===== src/rtl/mmss_alarm_ctrl.sv =====
// -----------------------------------------------------------------------------
// mmss_alarm_ctrl
//   Alarm controller for the MM:SS BCD timer. Holds a user-set BCD alarm time,
//   rings for RING_SECONDS clock edges when the running time reaches it, and
//   supports stop and, optionally, snooze. Everything runs on the 1 Hz clock.
//
//   Optional feature macro: ALARM_SNOOZE_EN
//     defined   -> snooze input active, SNOOZE state and its counter are built
//     undefined -> snooze ignored, snoozing tied low
//
// Ports
//   clk_1hz                 in   1 Hz clock shared with the timer digits
//   reset                   in   asynchronous, active-high reset
//   sec_unit/sec_tens       in   current time seconds, BCD
//   min_unit/min_tens       in   current time minutes, BCD
//   arm                     in   level, 1 = alarm enabled
//   set_sec / set_min       in   level, +1 alarm second/minute per edge (IDLE only)
//   stop                    in   level, silences the current ring episode
//   snooze                  in   level, defers the ring (snooze build only)
//   alarm_{sec,min}_{unit,tens} out  alarm-time digits, BCD
//   armed / ringing / snoozing  out  registered state decodes
// -----------------------------------------------------------------------------
`timescale 1ns/1ps

module mmss_alarm_ctrl #(
  parameter int RING_SECONDS   = 10,
  parameter int SNOOZE_SECONDS = 30
) (
  input  logic       clk_1hz,
  input  logic       reset,
  input  logic [3:0] sec_unit,
  input  logic [3:0] sec_tens,
  input  logic [3:0] min_unit,
  input  logic [3:0] min_tens,
  input  logic       arm,
  input  logic       set_sec,
  input  logic       set_min,
  input  logic       stop,
  input  logic       snooze,
  output logic [3:0] alarm_sec_unit,
  output logic [3:0] alarm_sec_tens,
  output logic [3:0] alarm_min_unit,
  output logic [3:0] alarm_min_tens,
  output logic       armed,
  output logic       ringing,
  output logic       snoozing
);

  localparam int MAX_SECONDS = (RING_SECONDS > SNOOZE_SECONDS) ? RING_SECONDS : SNOOZE_SECONDS;
  localparam int CW          = $clog2(MAX_SECONDS + 1);

  typedef logic [CW-1:0] cnt_t;

  localparam cnt_t RING_LOAD = cnt_t'(RING_SECONDS - 1);

`ifdef ALARM_SNOOZE_EN
  localparam cnt_t SNZ_LOAD = cnt_t'(SNOOZE_SECONDS - 1);

  typedef enum logic [1:0] {
    IDLE    = 2'd0,
    ARMED   = 2'd1,
    RINGING = 2'd2,
    SNOOZE  = 2'd3
  } state_t;
`else
  typedef enum logic [1:0] {
    IDLE    = 2'd0,
    ARMED   = 2'd1,
    RINGING = 2'd2
  } state_t;
`endif

  state_t     state, next_state;
  cnt_t       ring_cnt, ring_cnt_next;
  logic [7:0] alarm_sec, alarm_sec_next;   // {tens, unit}
  logic [7:0] alarm_min, alarm_min_next;   // {tens, unit}
  logic       match, match_q, trig;

`ifdef ALARM_SNOOZE_EN
  cnt_t snz_cnt, snz_cnt_next;
`else
  logic unused_snooze;
  assign unused_snooze = snooze;
`endif

  // BCD 00..59 increment with wrap to 00.
  function automatic logic [7:0] bcd_inc_59(input logic [7:0] v);
    if (v[3:0] == 4'd9) begin
      if (v[7:4] == 4'd5) return 8'h00;
      else                return {v[7:4] + 4'd1, 4'd0};
    end else begin
      return {v[7:4], v[3:0] + 4'd1};
    end
  endfunction

  assign match = ({min_tens, min_unit, sec_tens, sec_unit} == {alarm_min, alarm_sec});
  // Rising edge of match: a time held at the alarm value fires only once.
  assign trig  = match & ~match_q;

  // NOTE: every signal written here gets a default first so no path leaves it
  // unassigned; a missing default would infer a latch.
  always_comb begin
    next_state     = state;
    ring_cnt_next  = ring_cnt;
`ifdef ALARM_SNOOZE_EN
    snz_cnt_next   = snz_cnt;
`endif
    alarm_sec_next = alarm_sec;
    alarm_min_next = alarm_min;

    if (state == IDLE) begin
      if (set_sec) alarm_sec_next = bcd_inc_59(alarm_sec);
      if (set_min) alarm_min_next = bcd_inc_59(alarm_min);
    end

    case (state)
      IDLE: begin
        if (arm) next_state = ARMED;
      end
      ARMED: begin
        if (!arm) begin
          next_state = IDLE;
        end else if (trig) begin
          next_state    = RINGING;
          ring_cnt_next = RING_LOAD;
        end
      end
      RINGING: begin
        if (!arm) begin
          next_state = IDLE;
        end else if (stop) begin
          next_state = ARMED;
`ifdef ALARM_SNOOZE_EN
        end else if (snooze) begin
          next_state   = SNOOZE;
          snz_cnt_next = SNZ_LOAD;
`endif
        end else if (ring_cnt == '0) begin
          next_state = ARMED;
        end else begin
          ring_cnt_next = ring_cnt - cnt_t'(1);
        end
      end
`ifdef ALARM_SNOOZE_EN
      SNOOZE: begin
        if (!arm) begin
          next_state = IDLE;
        end else if (stop) begin
          next_state = ARMED;
        end else if (snz_cnt == '0) begin
          next_state    = RINGING;
          ring_cnt_next = RING_LOAD;
        end else begin
          snz_cnt_next = snz_cnt - cnt_t'(1);
        end
      end
`endif
      default: next_state = IDLE;
    endcase
  end

  // NOTE: state is updated with non-blocking assignments so every register
  // samples the pre-edge values, independent of statement order.
  always_ff @(posedge clk_1hz or posedge reset) begin
    if (reset) begin
      state     <= IDLE;
      ring_cnt  <= '0;
      alarm_sec <= 8'h00;
      alarm_min <= 8'h00;
      match_q   <= 1'b0;
      armed     <= 1'b0;
      ringing   <= 1'b0;
    end else begin
      state     <= next_state;
      ring_cnt  <= ring_cnt_next;
      alarm_sec <= alarm_sec_next;
      alarm_min <= alarm_min_next;
      match_q   <= match;
      // Outputs are registered decodes of the state being entered, so they
      // change on the same edge as the state register and never glitch.
      armed     <= (next_state != IDLE);
      ringing   <= (next_state == RINGING);
    end
  end

`ifdef ALARM_SNOOZE_EN
  always_ff @(posedge clk_1hz or posedge reset) begin
    if (reset) begin
      snz_cnt  <= '0;
      snoozing <= 1'b0;
    end else begin
      snz_cnt  <= snz_cnt_next;
      snoozing <= (next_state == SNOOZE);
    end
  end
`else
  assign snoozing = 1'b0;
`endif

  assign alarm_sec_unit = alarm_sec[3:0];
  assign alarm_sec_tens = alarm_sec[7:4];
  assign alarm_min_unit = alarm_min[3:0];
  assign alarm_min_tens = alarm_min[7:4];

endmodule


===== config.mk =====
export PLATFORM = sky130hd
export DESIGN_NAME = mmss_alarm_ctrl
export DESIGN_NICKNAME = d
export VERILOG_FILES = /design/src/rtl/mmss_alarm_ctrl.sv
export SDC_FILE = /design/constraint.sdc
export NUM_CORES = 1
export LEC_CHECK = 0
export ABC_CLOCK_PERIOD_IN_PS = 4600
export CORE_AREA = 4 4 59 101
export CTS_BUF_LIST = sky130_fd_sc_hd__clkbuf_2
export DETAILED_ROUTE_END_ITERATION = 8
export DIE_AREA = 0 0 63 105
export MAX_ROUTING_LAYER = met4
export PLACE_DENSITY = 0.65
export SLEW_MARGIN = 5
export SYNTH_ARGS = -nofsm -noshare
export SYNTH_HDL_FRONTEND = slang
export SYNTH_SLANG_ARGS = --single-unit

===== constraint.sdc =====
create_clock -name clk_1hz -period 4.6 [get_ports clk_1hz]
set_clock_uncertainty 0.05 [all_clocks]
set_input_delay 0.46 -clock clk_1hz [delete_from_list [all_inputs] [get_ports clk_1hz]]
set_output_delay 0.46 -clock clk_1hz [all_outputs]
set_load 0.1 [all_outputs]

==> results by group, run 1 <==
STA
  – Final Critical Period: 2.601 ns
  – Setup TNS: 0 ns
  – Fmax: 384.4 MHz
  – Slew at the pin closest to its max-slew limit: 1.031 ns
  – Final Max Slew Viols: 0
  – RSZ-0062 raised after global routing: false
  – Rel. slew slack: 31.21%
  – Final period utilization: 56.55%
  – Setup-failing EPs final: 0
  – Final Hold Viols: 0

Global routing
  – First-pass GRT wire length: 5913 microns
  – Largest net degree at the start of global routing: 27
  – Initial antenna violation count: 0
  – Gr usage total: 11.38%
  – Vias in the first global route: 1292
  – GRT overflow: 0

Critical path
  – Reg-to-reg endpoint: ring_cnt[4]
  – WP data arrival: 2.09 ns
  – Critical path buffer and inverter count: 1
  – Req. time, crit path: 4.09 ns
  – CP Class: flop to output pin
  – Max Fanout on Critical Path: 7
  – FF-to-FF path depth: 7
  – Crit path largest cell delay: 1.19 ns
  – R2R setup slack: 2.68 ns
  – Cell chain of the critical path: clkdlybuf4s50_1
  – Crit path max-delay family: buffers and inverters
  – RR Startpoint: ring_cnt[0]
  – Slowest cell on crit path: clkdlybuf4s50_1
  – Critical path launch point type: flop
  – CP Capture Type: output pin

Yosys
  – Asr flop ratio synth: 100.0%
  – Post-synth EDFFs: 0
  – FF+latch count, synth: 26
  – Mean Syn Cell Area: 10.30 sq um
  – Area contributors post-synth: dfrtp_1 43%, xor2_1 9.8%, xnor2_1 4.0%
  – Post-synth top area cell: dfrtp_1
  – Net Count, Synth: 172
  – Synth cell types: 45
  – Seq/Total Area, Yosys: 42.98%
  – Synth top area share: 42.98%
  – Cells after synthesis: 147
  – Synth cell count leaders: 26 x dfrtp_1, 17 x xor2_1, 10 x nand2_1, 9 x inv_1
  – Dominant synthesized flop cell: dfrtp_1
  – Top-count cell post-synth: dfrtp_1
  – Synthesized area: 1514 sq um
  – Yosys warns: 0

Detailed routing
  – Vias: 1221
  – Routed WL per cell: 14.24 microns
  – DRC viols: 0
  – First drt pass iteration count: 4
  – Drt total wl: 3474 microns
  – Post-DRT Antenna Nets: 0
  – DRT iter0 DRCs: 21
  – Vias per cell: 5.004

Hold path
  – Hold EP: alarm_sec[0]
  – Hold Path Class: flop to flop
  – Min-delay src: alarm_sec[0]
  – Hold Path Cell Cnt: 1

Layout
  – ANT cells: 0
  – Final net count: 215
  – Area delta synth->final: 31.07%
  – Share of cells above drive strength 1: 11.11%
  – Final core occ: 38.08%

Pwr
  – Pleak: 0.0008422 uW
  – Power per cell area: 615.3 nW/um^2
  – Worst VDD drop: 0.0001526 V

CTS
  – Worst-Skew Late Latency: 0.35 ns
  – Hold Buf Count CTS: 0
  – CTS clk-pin slew, worst paths: 0.24 ns
  – CTS buffer count: 3
  – CTS root buffer: clkbuf_2
  – PostCTS Resize Cnt: 0
  – Clock tree buffer depth: 2
  – Clock tree sinks: 26
  – CTS tree: done
  – Setup Buffers After CTS: 0
  – H-tree depth: 1

Place
  – Port Buffer Count: 39
  – DP Wirelength: 2786 microns
  – RePlAce Congestion: 0.7495

Floorplan
  – Die ar.: 6615 sq um
  – CORE AREA: 5211 sq um
  – Die Wd: 63 microns
  – Rows: 35
  – Ports: 42
  – Initial Utilization: 29.05%
  – Die Height: 105 microns

Job
  – Number of max-cap violations: 0

Outcome
  – Status: completed
cell type report:
| class | count | area (sq um) |
|---|---|---|
| clock buffers | 3 | 15.01 |
| flip-flops and latches | 26 | 650.6 |
| inverters | 9 | 33.78 |
| fillers | 521 | 3227 |
| well taps | 55 | 68.82 |
| repair buffers | 39 | 390.4 |
| multi-input cells | 111 | 822.0 |
| clock inverters | 1 | 3.754 |
logic make-up (layout without fill, tap and decap cells):
family          count (synthesis)  count (layout)  share of synthesized area (%)
fa+ha+maj                       2               2                          1.653
other cells                     1               1                         0.2477
buf+inv                        10              52                          2.727
flops                          26              26                          42.97
mux                             2               2                          1.487
xor+xnor                       24              24                          13.88
compound gates                 28              28                          12.48
simple gates                   54              54                          24.55
worst max-delay path by stage:
stage / startpoint / end / slack (ns) / cells after the start
floorplan: alarm_sec[0] / alarm_sec[5] / 2.33 / 4
global placement: set_sec / alarm_sec[5] / 2.36 / 5
detailed placement: set_sec / alarm_sec[5] / 2.33 / 5
CTS: alarm_sec[2] / alarm_sec_unit[2] / 1.96 / 1
global route: alarm_sec[2] / alarm_sec_unit[2] / 1.91 / 1
finish: alarm_sec[1] / alarm_sec_unit[1] / 2.00 / 1
per-layer routing:
layer	global-route usage (%)	part of all wire, %
met3	2.043	5.4
met2	20.56	54
met4	4.739	2.0
met1	11.88	39
met5	-	0
report_power, final:
group	leakage (uW)	switching, uW	total [uW]	internal [uW]
clock	0.0000140	66.4	85.3	18.9
sequential	0.000326	101	392	291
combinational	0.000503	534	744	210
total	0.000842	702	1220	519
flip-flops by register name (all words and copies together), names as in the netlist:
name,flops
alarm_min,8
alarm_sec,8
armed,1
match_q,1
ring_cnt,5
ringing,1
state,2
worst register-to-register path: stages (launching register included):
cell      delay, ns
dfrtp_1        0.45
inv_1          0.13
ha_1           0.20
or3b_2         0.47
nand2b_1       0.12
nand2b_1       0.07
o311ai_1       0.23
o31ai_1        0.11
metrics by stage:
step	cell area (sq um)	power, uW	hold WS, ns	cells	setup WS, ns
6_report	1984	1221	0.5037	244	1.999
2_1_floorplan	1514	957.7	0.4217	147	2.327
4_1_cts	1984	1236	0.5072	244	1.963
3_3_place_gp	1966	1142	0.4478	240	2.358
5_1_grt	1984	1289	0.5364	244	1.913
3_5_place_dp	1966	1150	0.4690	240	2.331
cell usage in the layout (no fill, tap or decap), types with 4 or more instances in the layout:
cell type / instances
o21ai_0: 8
dfrtp_1: 26
xor2_1: 17
o31ai_1: 4
nand2_1: 10
nor4_2: 4
clkdlybuf4s50_1: 39
xnor2_1: 7
nor2_1: 8
nand2b_1: 6
inv_1: 9
a21oi_1: 5
(Power assumes the default switching activity.)
==> run 2: changes to the inputs <==
--- a/config.mk
+++ b/config.mk
@@ -5,7 +5,7 @@
 export SDC_FILE = /design/constraint.sdc
 export NUM_CORES = 1
 export LEC_CHECK = 0
-export ABC_CLOCK_PERIOD_IN_PS = 4600
+export ABC_CLOCK_PERIOD_IN_PS = 2600
 export CORE_AREA = 4 4 59 101
 export CTS_BUF_LIST = sky130_fd_sc_hd__clkbuf_2
 export DETAILED_ROUTE_END_ITERATION = 8
==> constraint.sdc (replaced) <==
create_clock -name clk_1hz -period 2.6 [get_ports clk_1hz]
set_clock_uncertainty 0.05 [all_clocks]
set_input_delay 0.26 -clock clk_1hz [delete_from_list [all_inputs] [get_ports clk_1hz]]
set_output_delay 0.26 -clock clk_1hz [all_outputs]
set_load 0.1 [all_outputs]
==> results by group, run 2 (synthesized netlist as in run 1, its figures left out) <==
Outcome
  – Status: completed

Layout
  – ANT cells: 0
  – Commonest cells after routing, fill and taps aside: 26 x dfrtp_1, 21 x clkdlybuf4s50_1, 19 x buf_4
  – Final net count: 216
  – Most common cell after layout, fill and taps aside: dfrtp_1
  – Finished Layout Cells: 245
  – Filler cells: 540
  – Biggest regs: alarm_min: 8 flops, alarm_sec: 8 flops, ring_cnt: 5 flops
  – Share of cells above drive strength 1: 21.05%
  – Final core occ: 37.36%
  – Area delta synth->final: 28.60%

Pwr
  – Int Pwr: 886.3 uW
  – Combinational share of power: 60.2%
  – Clock share of power: 7.3%
  – Net Sw Power: 1243 uW
  – Final Power: 2129 uW
  – Pleak: 0.0008715 uW
  – Part of the power in registers: 32.6%
  – Worst VDD drop: 0.0002533 V
  – Switching share of power: 58.37%
  – Power per cell area: 1093 nW/um^2

Place
  – Placed cells: 241
  – RePlAce Congestion: 0.7497
  – DP Wirelength: 2709 microns
  – Port Buffer Count: 39

Critical path
  – Crit path launch: ring_cnt[0]
  – Reg-to-reg endpoint: ring_cnt[0]
  – Req. time, crit path: 2.84 ns
  – Max Fanout on Critical Path: 5
  – CP Class: flop to flop
  – FF-to-FF path depth: 7
  – WP data arrival: 2.19 ns
  – RR Startpoint: ring_cnt[0]
  – Critical path launch point type: flop
  – CP Capture Type: flop
  – Critical Path Sink: ring_cnt[0]
  – R2R setup slack: 0.64 ns

STA
  – Final period utilization: 75.30%
  – Final Hold Viols: 0
  – Final Max Slew Viols: 0
  – RSZ-0062 raised after global routing: false
  – Setup-failing EPs final: 0
  – Final Critical Period: 1.958 ns
  – Fmax: 510.8 MHz
  – Setup TNS: 0 ns

CTS
  – CTS root buffer: clkbuf_2
  – Worst-Skew Late Latency: 0.36 ns
  – CTS buffer count: 3
  – CTS tree: done
  – Clock tree sinks: 26
  – Clock tree buffer depth: 2
  – PostCTS Resize Cnt: 0
  – H-tree depth: 1
  – CTS clk-pin slew, worst paths: 0.25 ns
  – Setup Buffers After CTS: 0
  – Hold Buf Count CTS: 0

Floorplan
  – Die Wd: 63 microns
  – Ports: 42
  – Die Height: 105 microns
  – Die ar.: 6615 sq um
  – Rows: 35
  – CORE AREA: 5211 sq um
  – Initial Utilization: 29.05%

Detailed routing
  – Post-DRT Antenna Nets: 0
  – DRC viols: 0
  – Vias: 1211
  – Vias per cell: 4.943
  – Routed WL per cell: 13.85 microns
  – Drt total wl: 3394 microns
  – DRT iter0 DRCs: 14
  – First drt pass iteration count: 4

Global routing
  – Largest net degree at the start of global routing: 27
  – Initial antenna violation count: 0
  – GRT overflow: 0
  – Vias in the first global route: 1236
  – First-pass GRT wire length: 5920 microns
  – Gr usage total: 11.44%

Hold path
  – Hold Path Class: input pin to async pin

Job
  – Number of max-cap violations: 0
-- run 2: changes by cell type in the layout (fill, tap and decap cells not counted), sizes merged --
cell	delta
clkdlybuf4s50	-18
buf	+19
-- run 2: final cells by class --
cell class                      instances  area (sq um)  share of cell area, %
Multi-Input combinational cell        111         822.0                  42.22
Inverter                                9         33.78                  1.735
Tap cell                               55         68.82                  3.535
Clock inverter                          1         3.754                 0.1928
Timing Repair Buffer                   40         352.8                  18.12
Clock buffer                            3         15.01                 0.7712
Sequential cell                        26         650.6                  33.42
-- run 2: critical path, cell delays in order (launching register included) --
cell and delay [ns]:
dfrtp_1 0.44, inv_1 0.10, ha_1 0.21, nor4b_2 0.17
or4b_1 0.63, nor2_1 0.13, a21oi_1 0.05, o31a_1 0.11
-- run 2: per-layer routing --
layer	GRT usage, %	vias up	routed length [microns]
met5	-	-	0
met4	4.265	0	53
met3	2.043	4	155
met2	19.73	33	1792
met1	13.01	576	1393
li1	-	598	-
-- run 2: through the flow --
step	hold WS [ns]	instance area, sq um	setup slack [ns]
floorplan	0.2500	1514	0.3266
global placement	0.4484	1928	0.5587
detailed placement	0.4475	1928	0.5513
CTS	0.1748	1947	0.6058
global route	0.1932	1947	0.5014
finish	0.1687	1947	0.6422
-- run 2: power groups by stage --
| stage | logic (uW) | registers [uW] | clock network, uW |
|---|---|---|---|
| CTS | 1300 | 699 | 162 |
| finish | 1280 | 694 | 155 |
| detailed placement | 1300 | 708 | 0 |
| global placement | 1290 | 703 | 0 |
| floorplan | 346 | 1350 | 0 |
| global route | 1350 | 725 | 180 |
-- run 2: how the worst min path moves through the flow --
| stage | from | endpoint | slack (ns) | cells past startpoint |
|---|---|---|---|---|
| 6_report | reset | ring_cnt[1] | 0.17 | 3 |
| 5_1_grt | reset | alarm_sec[0] | 0.19 | 3 |
| 4_1_cts | reset | ring_cnt[1] | 0.17 | 3 |
| 3_5_place_dp | ring_cnt[4] | ring_cnt[4] | 0.45 | 1 |
| 3_3_place_gp | ring_cnt[4] | ring_cnt[4] | 0.45 | 1 |
| 2_1_floorplan | reset | alarm_min[0] | 0.25 | 1 |
